<file path="config.mk">
export PLATFORM = sky130hd
export DESIGN_NAME = rob_commit
export DESIGN_NICKNAME = d
export VERILOG_FILES = /design/src/rtl/rob_commit.sv
export SDC_FILE = /design/constraint.sdc
export NUM_CORES = 1
export LEC_CHECK = 0
export BUFFER_PORTS_ARGS = -buffer_cell sky130_fd_sc_hd__buf_2
export CAP_MARGIN = 40
export CELL_PAD_IN_SITES_DETAIL_PLACEMENT = 0
export CELL_PAD_IN_SITES_GLOBAL_PLACEMENT = 1
export CORE_MARGIN = 5
export CORE_UTILIZATION = 45
export CTS_BUF_LIST = sky130_fd_sc_hd__clkbuf_8 sky130_fd_sc_hd__clkbuf_16
export CTS_CLUSTER_DIAMETER = 150
export CTS_CLUSTER_SIZE = 28
export DETAILED_ROUTE_END_ITERATION = 8
export GPL_ROUTABILITY_DRIVEN = 0
export GPL_TIMING_DRIVEN = 0
export PLACE_DENSITY_LB_ADDON = 0.1
export SYNTH_ARGS = -nofsm -noshare
export SYNTH_HDL_FRONTEND = slang
export SYNTH_SLANG_ARGS = --single-unit
</file>
<file path="constraint.sdc">
create_clock -name clk1 -period 7.14 [get_ports clk1]
set_input_delay 1.428 -clock clk1 [delete_from_list [all_inputs] [get_ports clk1]]
set_output_delay 1.428 -clock clk1 [all_outputs]
set_load 0.1 [all_outputs]
</file>
<file path="src/rtl/rob_commit.sv">
// ---------------------------------------------------------------------------
// rob_commit -- 8-entry circular reorder buffer for the Tomasulo core.
//
// Allocates a ROB index at issue, captures results broadcast by exec, retires
// them in program order (one per cycle) to the register bank, and flushes the
// whole buffer one cycle after retiring a mispredicted branch. Also answers
// operand-forwarding lookups from the issue stage.
//
// Ports:
//   clk1, rst            clock (rising edge), synchronous active-high reset
//   alloc_valid/func/rd  issue-side allocate request
//   alloc_ready          comb: room available and not flushing
//   alloc_idx            comb: index granted to this cycle's allocate (= tail)
//   wb_valid/rob_ind/data  exec result broadcast (branch: data[0]=mispredict)
//   commit_*             registered one-cycle retire pulse and its payload
//   flush                registered one-cycle pulse after a mispredict retires
//   q_idx/q_ready/q_data comb operand lookup by ROB index
//   count                occupied entries, 0..DEPTH
// ---------------------------------------------------------------------------
module rob_commit #(
   parameter int DEPTH  = 8,
   parameter int IDX_W  = 3,
   parameter int DATA_W = 16
) (
   input  logic              clk1,
   input  logic              rst,
   input  logic              alloc_valid,
   input  logic [3:0]        alloc_func,
   input  logic [3:0]        alloc_rd,
   output logic              alloc_ready,
   output logic [IDX_W-1:0]  alloc_idx,
   input  logic              wb_valid,
   input  logic [IDX_W-1:0]  wb_rob_ind,
   input  logic [DATA_W-1:0] wb_data,
   output logic              commit_valid,
   output logic              commit_we,
   output logic [3:0]        commit_rd,
   output logic [DATA_W-1:0] commit_data,
   output logic [IDX_W-1:0]  commit_rob_ind,
   output logic              flush,
   input  logic [IDX_W-1:0]  q_idx,
   output logic              q_ready,
   output logic [DATA_W-1:0] q_data,
   output logic [IDX_W:0]    count
);

   // Per-entry state. busy/ready are packed so they can be cleared in one go.
   logic [DEPTH-1:0]  busy_reg;
   logic [DEPTH-1:0]  ready_reg;
   logic [3:0]        func_reg [DEPTH];
   logic [3:0]        rd_reg   [DEPTH];
   logic [DATA_W-1:0] data_reg [DEPTH];

   logic [IDX_W-1:0]  head_reg;
   logic [IDX_W-1:0]  tail_reg;
   logic [IDX_W:0]    count_reg;

   logic              commit_valid_reg;
   logic              commit_we_reg;
   logic [3:0]        commit_rd_reg;
   logic [DATA_W-1:0] commit_data_reg;
   logic [IDX_W-1:0]  commit_rob_ind_reg;
   logic              flush_reg;

   logic              alloc_fire;
   logic              commit_fire;
   logic [3:0]        head_func;
   logic [DATA_W-1:0] head_data;
   logic              head_is_branch;
   logic              head_mispredict;
   logic              head_writes_reg;
   logic [IDX_W:0]    count_next;

   logic [DEPTH-1:0]  alloc_hit;
   logic [DEPTH-1:0]  wb_hit;
   logic [DEPTH-1:0]  commit_hit;

   // Full is judged on the registered count only, so a same-cycle commit
   // never opens a slot for the allocate in that cycle.
   assign alloc_ready = (count_reg != (IDX_W+1)'(DEPTH)) && !flush_reg;
   assign alloc_idx   = tail_reg;
   assign alloc_fire  = alloc_valid && alloc_ready;

   assign head_func       = func_reg[head_reg];
   assign head_data       = data_reg[head_reg];
   assign head_is_branch  = (head_func[3:1] == 3'b011);
   assign head_mispredict = head_is_branch && head_data[0];
   assign head_writes_reg = !(head_is_branch || (head_func == 4'b0101));

   // Retire only from registered ready state: no writeback-to-commit bypass.
   assign commit_fire = !flush_reg && busy_reg[head_reg] && ready_reg[head_reg];

   // Per-entry event decode. A writeback only lands on an entry that was
   // already busy before this edge, so it cannot hit a same-cycle allocate.
   for (genvar gi = 0; gi < DEPTH; gi++) begin : g_entry
      assign alloc_hit[gi]  = alloc_fire  && (tail_reg   == IDX_W'(gi));
      assign wb_hit[gi]     = wb_valid    && (wb_rob_ind == IDX_W'(gi)) && busy_reg[gi];
      assign commit_hit[gi] = commit_fire && (head_reg   == IDX_W'(gi));
   end

   always_comb begin
      count_next = count_reg;
      unique case ({alloc_fire, commit_fire})
         2'b10:   count_next = count_reg + 1'b1;
         2'b01:   count_next = count_reg - 1'b1;
         default: count_next = count_reg;
      endcase
   end

   always_ff @(posedge clk1) begin
      if (rst) begin
         busy_reg           <= '0;
         ready_reg          <= '0;
         head_reg           <= '0;
         tail_reg           <= '0;
         count_reg          <= '0;
         commit_valid_reg   <= 1'b0;
         commit_we_reg      <= 1'b0;
         commit_rd_reg      <= '0;
         commit_data_reg    <= '0;
         commit_rob_ind_reg <= '0;
         flush_reg          <= 1'b0;
      end else if (flush_reg) begin
         // Flush cycle: drop every in-flight entry and restart at index 0.
         // Allocates are blocked and writebacks are discarded here.
         busy_reg         <= '0;
         ready_reg        <= '0;
         head_reg         <= '0;
         tail_reg         <= '0;
         count_reg        <= '0;
         commit_valid_reg <= 1'b0;
         commit_we_reg    <= 1'b0;
         flush_reg        <= 1'b0;
      end else begin
         for (int i = 0; i < DEPTH; i++) begin
            if (alloc_hit[i]) begin
               busy_reg[i]  <= 1'b1;
               ready_reg[i] <= 1'b0;
               func_reg[i]  <= alloc_func;
               rd_reg[i]    <= alloc_rd;
               data_reg[i]  <= '0;
            end else if (wb_hit[i]) begin
               data_reg[i]  <= wb_data;
               ready_reg[i] <= 1'b1;
            end
            // Head and tail only coincide when empty or full, so a retire
            // never collides with an allocate of the same slot.
            if (commit_hit[i]) begin
               busy_reg[i] <= 1'b0;
            end
         end

         if (alloc_fire) begin
            tail_reg <= tail_reg + 1'b1;
         end

         if (commit_fire) begin
            head_reg           <= head_reg + 1'b1;
            commit_valid_reg   <= 1'b1;
            commit_we_reg      <= head_writes_reg;
            commit_rd_reg      <= rd_reg[head_reg];
            commit_data_reg    <= head_data;
            commit_rob_ind_reg <= head_reg;
            flush_reg          <= head_mispredict;
         end else begin
            commit_valid_reg <= 1'b0;
            commit_we_reg    <= 1'b0;
            flush_reg        <= 1'b0;
         end

         count_reg <= count_next;
      end
   end

   assign commit_valid   = commit_valid_reg;
   assign commit_we      = commit_we_reg;
   assign commit_rd      = commit_rd_reg;
   assign commit_data    = commit_data_reg;
   assign commit_rob_ind = commit_rob_ind_reg;
   assign flush          = flush_reg;
   assign count          = count_reg;

   assign q_ready = busy_reg[q_idx] && ready_reg[q_idx];
   assign q_data  = busy_reg[q_idx] ? data_reg[q_idx] : '0;

endmodule

</file>
# [Word level (Yosys, flattened, before mapping)]
# Memory sizes are Yosys's and may differ from the RTL's. A register that Yosys moved wholly into a read port is not among the register bits.
# Index checks and enable logic that the tools add are counted.
[totals] ff_bits=48 input_bits=34 mem_count=3 ramBits=192 word_cells=284
[op_classes] n_reduce_logical=78 n_eq_ne=26 bitwise=10 magnitude_cmp=2 muxes=137 add_sub_neg=4
[mem_list] name="data_reg" depth=8 word_bits=16 read_ports=2 rd_ports_with_merged_regs=1 wr=8 line_no="52" source="logic [DATA_W-1:0] data_reg [DEPTH];"
[mem_list] name="func_reg" depth=8 word_bits=4 read_ports=1 rd_ports_with_merged_regs=1 wr=1 line_no="50" source="logic [3:0] func_reg [DEPTH];"
[mem_list] name="rd_reg" depth=8 word_bits=4 read_ports=1 rd_ports_with_merged_regs=1 wr=1 line_no="51" source="logic [3:0] rd_reg [DEPTH];"
[op_table] op="$mux W16" count=9
[op_table] op="$mux W1" count=91
[op_table] op="$mux W4" count=14
[op_table] op="$reduce_or A4 Y1" count=14
[op_table] op="$mux W3" count=18
[op_table] op="$reduce_or A3 Y1" count=17
[op_table] op="$logic_and A1 B1 Y1" count=38
[op_table] op="$eq A3 B3 Y1 const B" count=12
[op_table] op="$eq A3 B2 Y1 const B" count=7
[op_table] op="$bmux W1 S3" count=4
[op_table] op="$eq A3 B1 Y1 const B" count=3
[op_table] op="$logic_not A3 Y1" count=3
[op_table] op="$lt A3 B4 Y1 const B" count=2
[op_table] op="$or A1 B1 Y1" count=8
[op_table] op="$pmux W4 S2" count=1
[op_table] op="$add A3 B1 Y3 const B" count=2
[op_table] op="$add A4 B1 Y4 const B" count=1
[op_table] op="$eq A4 B3 Y1 const B" count=1
[op_table] op="$ne A4 B4 Y1 const B" count=1
[op_table] op="$sub A4 B1 Y4 const B" count=1
[op_table] op="$eq A2 B1 Y1 const B" count=1
[op_table] op="$eq A2 B2 Y1 const B" count=1
[op_table] op="$logic_not A1 Y1" count=2
[op_table] op="$not A1 Y1" count=2
[op_table] op="4 further kinds" count=4

# [Logic depth before layout (Yosys ltp)]
[depth] depth_word=16 depth_mapped=12 mapped_depth_nobuf=10

# [Worst setup path before layout]
# No wires, ideal clock.
[synth_timing] path_kind="input to output" start="input q_idx[2]" end="output q_data[10]" setup_slack_ps=2001 arrival_ps=3711 n_path_buf=2 path_stages=4 cell_sequence="clkbuf_1 buf_1 mux2i_1 nor2_1"
[synth_via] elab_chain_cells=3
[synth_lines] element="start: declaration" line_no="41" source="input logic [IDX_W-1:0] q_idx,"
[synth_lines] element="$bmux W1 S3" line_no="184" source="assign q_data = busy_reg[q_idx] ? data_reg[q_idx] : '0;"
[synth_lines] element="$mux W1 (not written as such)" line_no="184"
[synth_lines] element="$mux W16 *" line_no="184"
[synth_lines] element="end: declaration" line_no="43" source="output logic [DATA_W-1:0] q_data,"
# Mark *: on every way between the ends. The rest lies on a longest branch, timed or not. The select of a mux whose other input is x is not followed.

# [Worst setup path after layout]
[layout_timing] start="input q_idx[1]" end="output q_ready"
[layout_via] elab_chain_cells=3
[layout_lines] element="$bmux W1 S3" line_no="183" source="assign q_ready = busy_reg[q_idx] && ready_reg[q_idx];"
[layout_lines] element="$mux W1 (not written as such)" line_no="183"
[layout_lines] element="$logic_and A1 B1 Y1 *" line_no="183"
[layout_lines] element="end: declaration" line_no="42" source="output logic q_ready,"
# Marks and branches as above.

==> key figures <==
Run status
  • Status: complete, no violations

Pwr
  • Pwr dens: 199 mW/mm²
  • Total Power: 0.00257 W
  • Lkg Pwr: 4.64 nW
  • Peak VDD IR: 0.149 mV

Critical path
  • Worst Path Required: 5.71 ns
  • Crit path kind: in2out
  • Crit-path cells: clkbuf_1 -> clkbuf_1 -> mux4_2 -> mux2i_1 -> nor2_1 -> buf_2
  • Critical path's top delay family: buffers and inverters
  • Arr. time, crit path: 3.84 ns
  • Worst setup SP type: input pin
  • Max stage delay on crit path: 0.77 ns
  • Number of buffers and inverters on the critical path: 3
  • Crit-path most repeated cell: clkbuf_1
  • CP Launch Point: q_idx[1]
  • RR Startpoint: head_reg[1]
  • Slowest-stage cell, CP: clkbuf_1
  • CP max FO: 10
  • CP Capture Type: primary output

STA
  • RSZ-0062 raised after global routing: false
  • Slew headroom: 37.5%
  • Final count of negative-setup-slack endpoints: 0
  • Min Hold Slack: 0.503 ns
  • Fmax: 0.190 GHz
  • Max-slew violations: 0
  • Final worst-path cycle share: 73.8%
  • Setup ws final: 1.87 ns
  • Setup_tns: 0 ns
  • Final min period: 5.27 ns
  • Transition time of the tightest slew-check pin: 0.938 ns
  • Clk_skew: 0.0195 ns
  • Final Hold Vio Count: 0

Final layout
  • Layout area overhead: 11.3%
  • Largest register FFs: 128
  • Commonest cells after routing, fill and taps aside: edfxtp_1 (192), and2_1 (130), buf_2 (103)
  • Fill cell count: 2,205
  • Fin nets: 933
  • Post-route cell area: 0.0129 mm²
  • Commonest non-fill, non-tap cell in the layout: edfxtp_1
  • Layout cells sized above 1: 27.5%

Floorplanning
  • Starting Density: 45.8%
  • Die height: 171 µm
  • Core Area: 0.0253 mm²
  • Die Wd: 171 µm
  • Die ar.: 0.0291 mm²
  • # IOs: 85
  • Row Count: 58

Clock network
  • PostCTS Resize Cnt: 0
  • Worst-Skew Late Latency: 0.49 ns
  • CTS root buf: clkbuf_16
  • Clock sinks: 247
  • CTS tree: yes
  • CTS Buf Count: 12
  • CTS Buffer Depth: 3
  • CTS Hold Buffers Added: 0
  • H-tree Lvls: 1
  • Reg clk slew, reported paths: 0.11 ns
  • Post-CTS Setup Repair Bufs: 0

GRT
  • Initial antenna violation count: 2
  • Largest net degree at the start of global routing: 30
  • Number of global-route vias before repair: 7,461
  • Total track usage: 22.8%
  • Grt total ovfl: 0
  • Global-route wire length before repair: 48.6 mm

Drt
  • Drt wl/cell: 27.1 µm
  • Initial drt markers: 626
  • Via density: 5.85
  • Final wirelength: 33.2 mm
  • Via Count: 7,153
  • Post-route ant nets: 0
  • DRC Markers: 0
  • Pre-antenna DRT Iters: 5

Synth
  • Post-synthesis mux area share: 19.2%
  • Yosys warnings: 0
  • Xor/xnor share of the synthesized area: 0.453%
  • Fraction of the mapped netlist area in simple logic gates: 12.8%
  • Post-synthesis compound-gate area fraction: 3.75%
  • Sequential area share after synthesis: 59.1%
  • Seq cells post-synth: 247
  • Adder-Cell Fraction of Synth Area: 1.62%
  • Synth unique cells: 47
  • Largest family of logic cells by synthesized area: multiplexers
  • Avg Cell Area, Syn: 15.0 µm²
  • Synth Flop Type: edfxtp_1
  • Async set-reset flop share out of synthesis: 0%
  • Post-synthesis cell area: 0.0116 mm²
  • Number of enable flip-flop cells after synthesis: 192
  • Syn_nets: 825
  • Gate Count Post-Synth: 776

Hold path
  • Hold Path Origin: commit_data[13]
  • Hold/Removal Path Class: reg2reg

Placement
  • Pre-CTS setup slack: 1.94 ns
  • Port bufs: 81
  • Placed Area: 0.0125 mm²
  • DP Wirelength: 22.2 mm

Job
  • # Max-Cap Violations: 0
metrics by stage:
stage,utilization (%),cells
final,51.0,1222
after global routing,51.0,1222
after CTS,50.9,1219
after detailed placement,49.5,1199
after global placement,49.1,1187
after floorplan,-,776
worst register-to-register path, stage by stage, from the launching register on:
cell and delay [ns]:
dfxtp_1 0.35, buf_4 0.19, inv_1 0.20, mux4_2 0.39, o22ai_2 0.33, buf_2 0.38
ha_1 0.32, xor2_1 0.17, ha_1 0.15, a21oi_1 0.05, xor2_1 0.16, or3_1 0.32
a21oi_1 0.14
final cells by class:
| class | instances | area [µm²] | area share [%] |
|---|---|---|---|
| timing repair buffer | 94 | 537 | 4.15 |
| antenna | 2 | 5.00 | 0.0387 |
| clock inverter | 7 | 28.8 | 0.223 |
| buffer | 51 | 290 | 2.25 |
| clock buffer | 13 | 325 | 2.52 |
| sequential | 247 | 6870 | 53.2 |
| inverter | 16 | 60.1 | 0.465 |
| tap | 330 | 413 | 3.20 |
| multi-input combinational | 462 | 4390 | 34.0 |
cell usage after synthesis (2+ instances only):
| cell | count | area [µm²] |
|---|---|---|
| and3_1 | 3 | 18.8 |
| clkbuf_1 | 14 | 52.6 |
| edfxtp_1 | 192 | 5770 |
| mux4_2 | 82 | 1850 |
| xnor2_1 | 2 | 17.5 |
| nand2b_1 | 5 | 31.3 |
| buf_1 | 3 | 11.3 |
| a22oi_1 | 2 | 15.0 |
| nor2_1 | 63 | 236 |
| nor2b_1 | 4 | 25.0 |
| a21oi_1 | 6 | 30.0 |
| and2_1 | 130 | 813 |
| and4_1 | 6 | 52.6 |
| a311oi_1 | 4 | 35.0 |
| a211oi_1 | 21 | 158 |
| buf_6 | 7 | 78.8 |
| buf_4 | 5 | 37.5 |
| inv_1 | 15 | 56.3 |
| mux2i_1 | 38 | 380 |
| a31o_2 | 7 | 61.3 |
| buf_2 | 22 | 110 |
| ha_1 | 15 | 188 |
| or2_2 | 10 | 62.6 |
| xor2_1 | 4 | 35.0 |
| nand3_1 | 7 | 35.0 |
| a221oi_1 | 6 | 52.6 |
| nor3_1 | 2 | 10.0 |
| nand2_1 | 20 | 75.1 |
| o21ai_0 | 3 | 15.0 |
| dfxtp_1 | 55 | 1100 |
| nor3b_1 | 7 | 52.6 |
final timing paths:
| check | to | slack (ns) | depth (start not counted) |
|---|---|---|---|
| worst max-delay path | q_ready | 1.87 | 6 |
| worst min-delay path | commit_data[13] | 0.50 | 2 |
| worst max register to register | count[2] | 3.93 | 12 |
| worst min register to register | commit_data[13] | 0.50 | 2 |
power by group:
group | internal, W | leakage [nW] | total [W] | switching (W)
clock | 0.000336 | 0.197 | 0.000789 | 0.000454
combinational | 0.0000692 | 2.19 | 0.000206 | 0.000137
sequential | 0.00156 | 2.25 | 0.00158 | 0.0000159
total | 0.00197 | 4.64 | 0.00257 | 0.000607
kinds of logic (layout without fill, tap and decap cells):
group	Yosys count	count (layout)
simple gates	264	264
flops	247	247
mux	120	120
buf+inv	67	181
compound gates	57	57
fa+ha+maj	15	15
xor+xnor	6	6
other cells	0	2
per-layer routing:
layer	share of wire [%]	vias to the layer above	GRT usage, %
met2	49	268	38.3
li1	-	3150	-
met1	42	3705	31.9
met4	1.0	0	3.96
met3	7.5	30	4.16
met5	0	-	0
No activity file was read; power rests on OpenSTA's default activity.
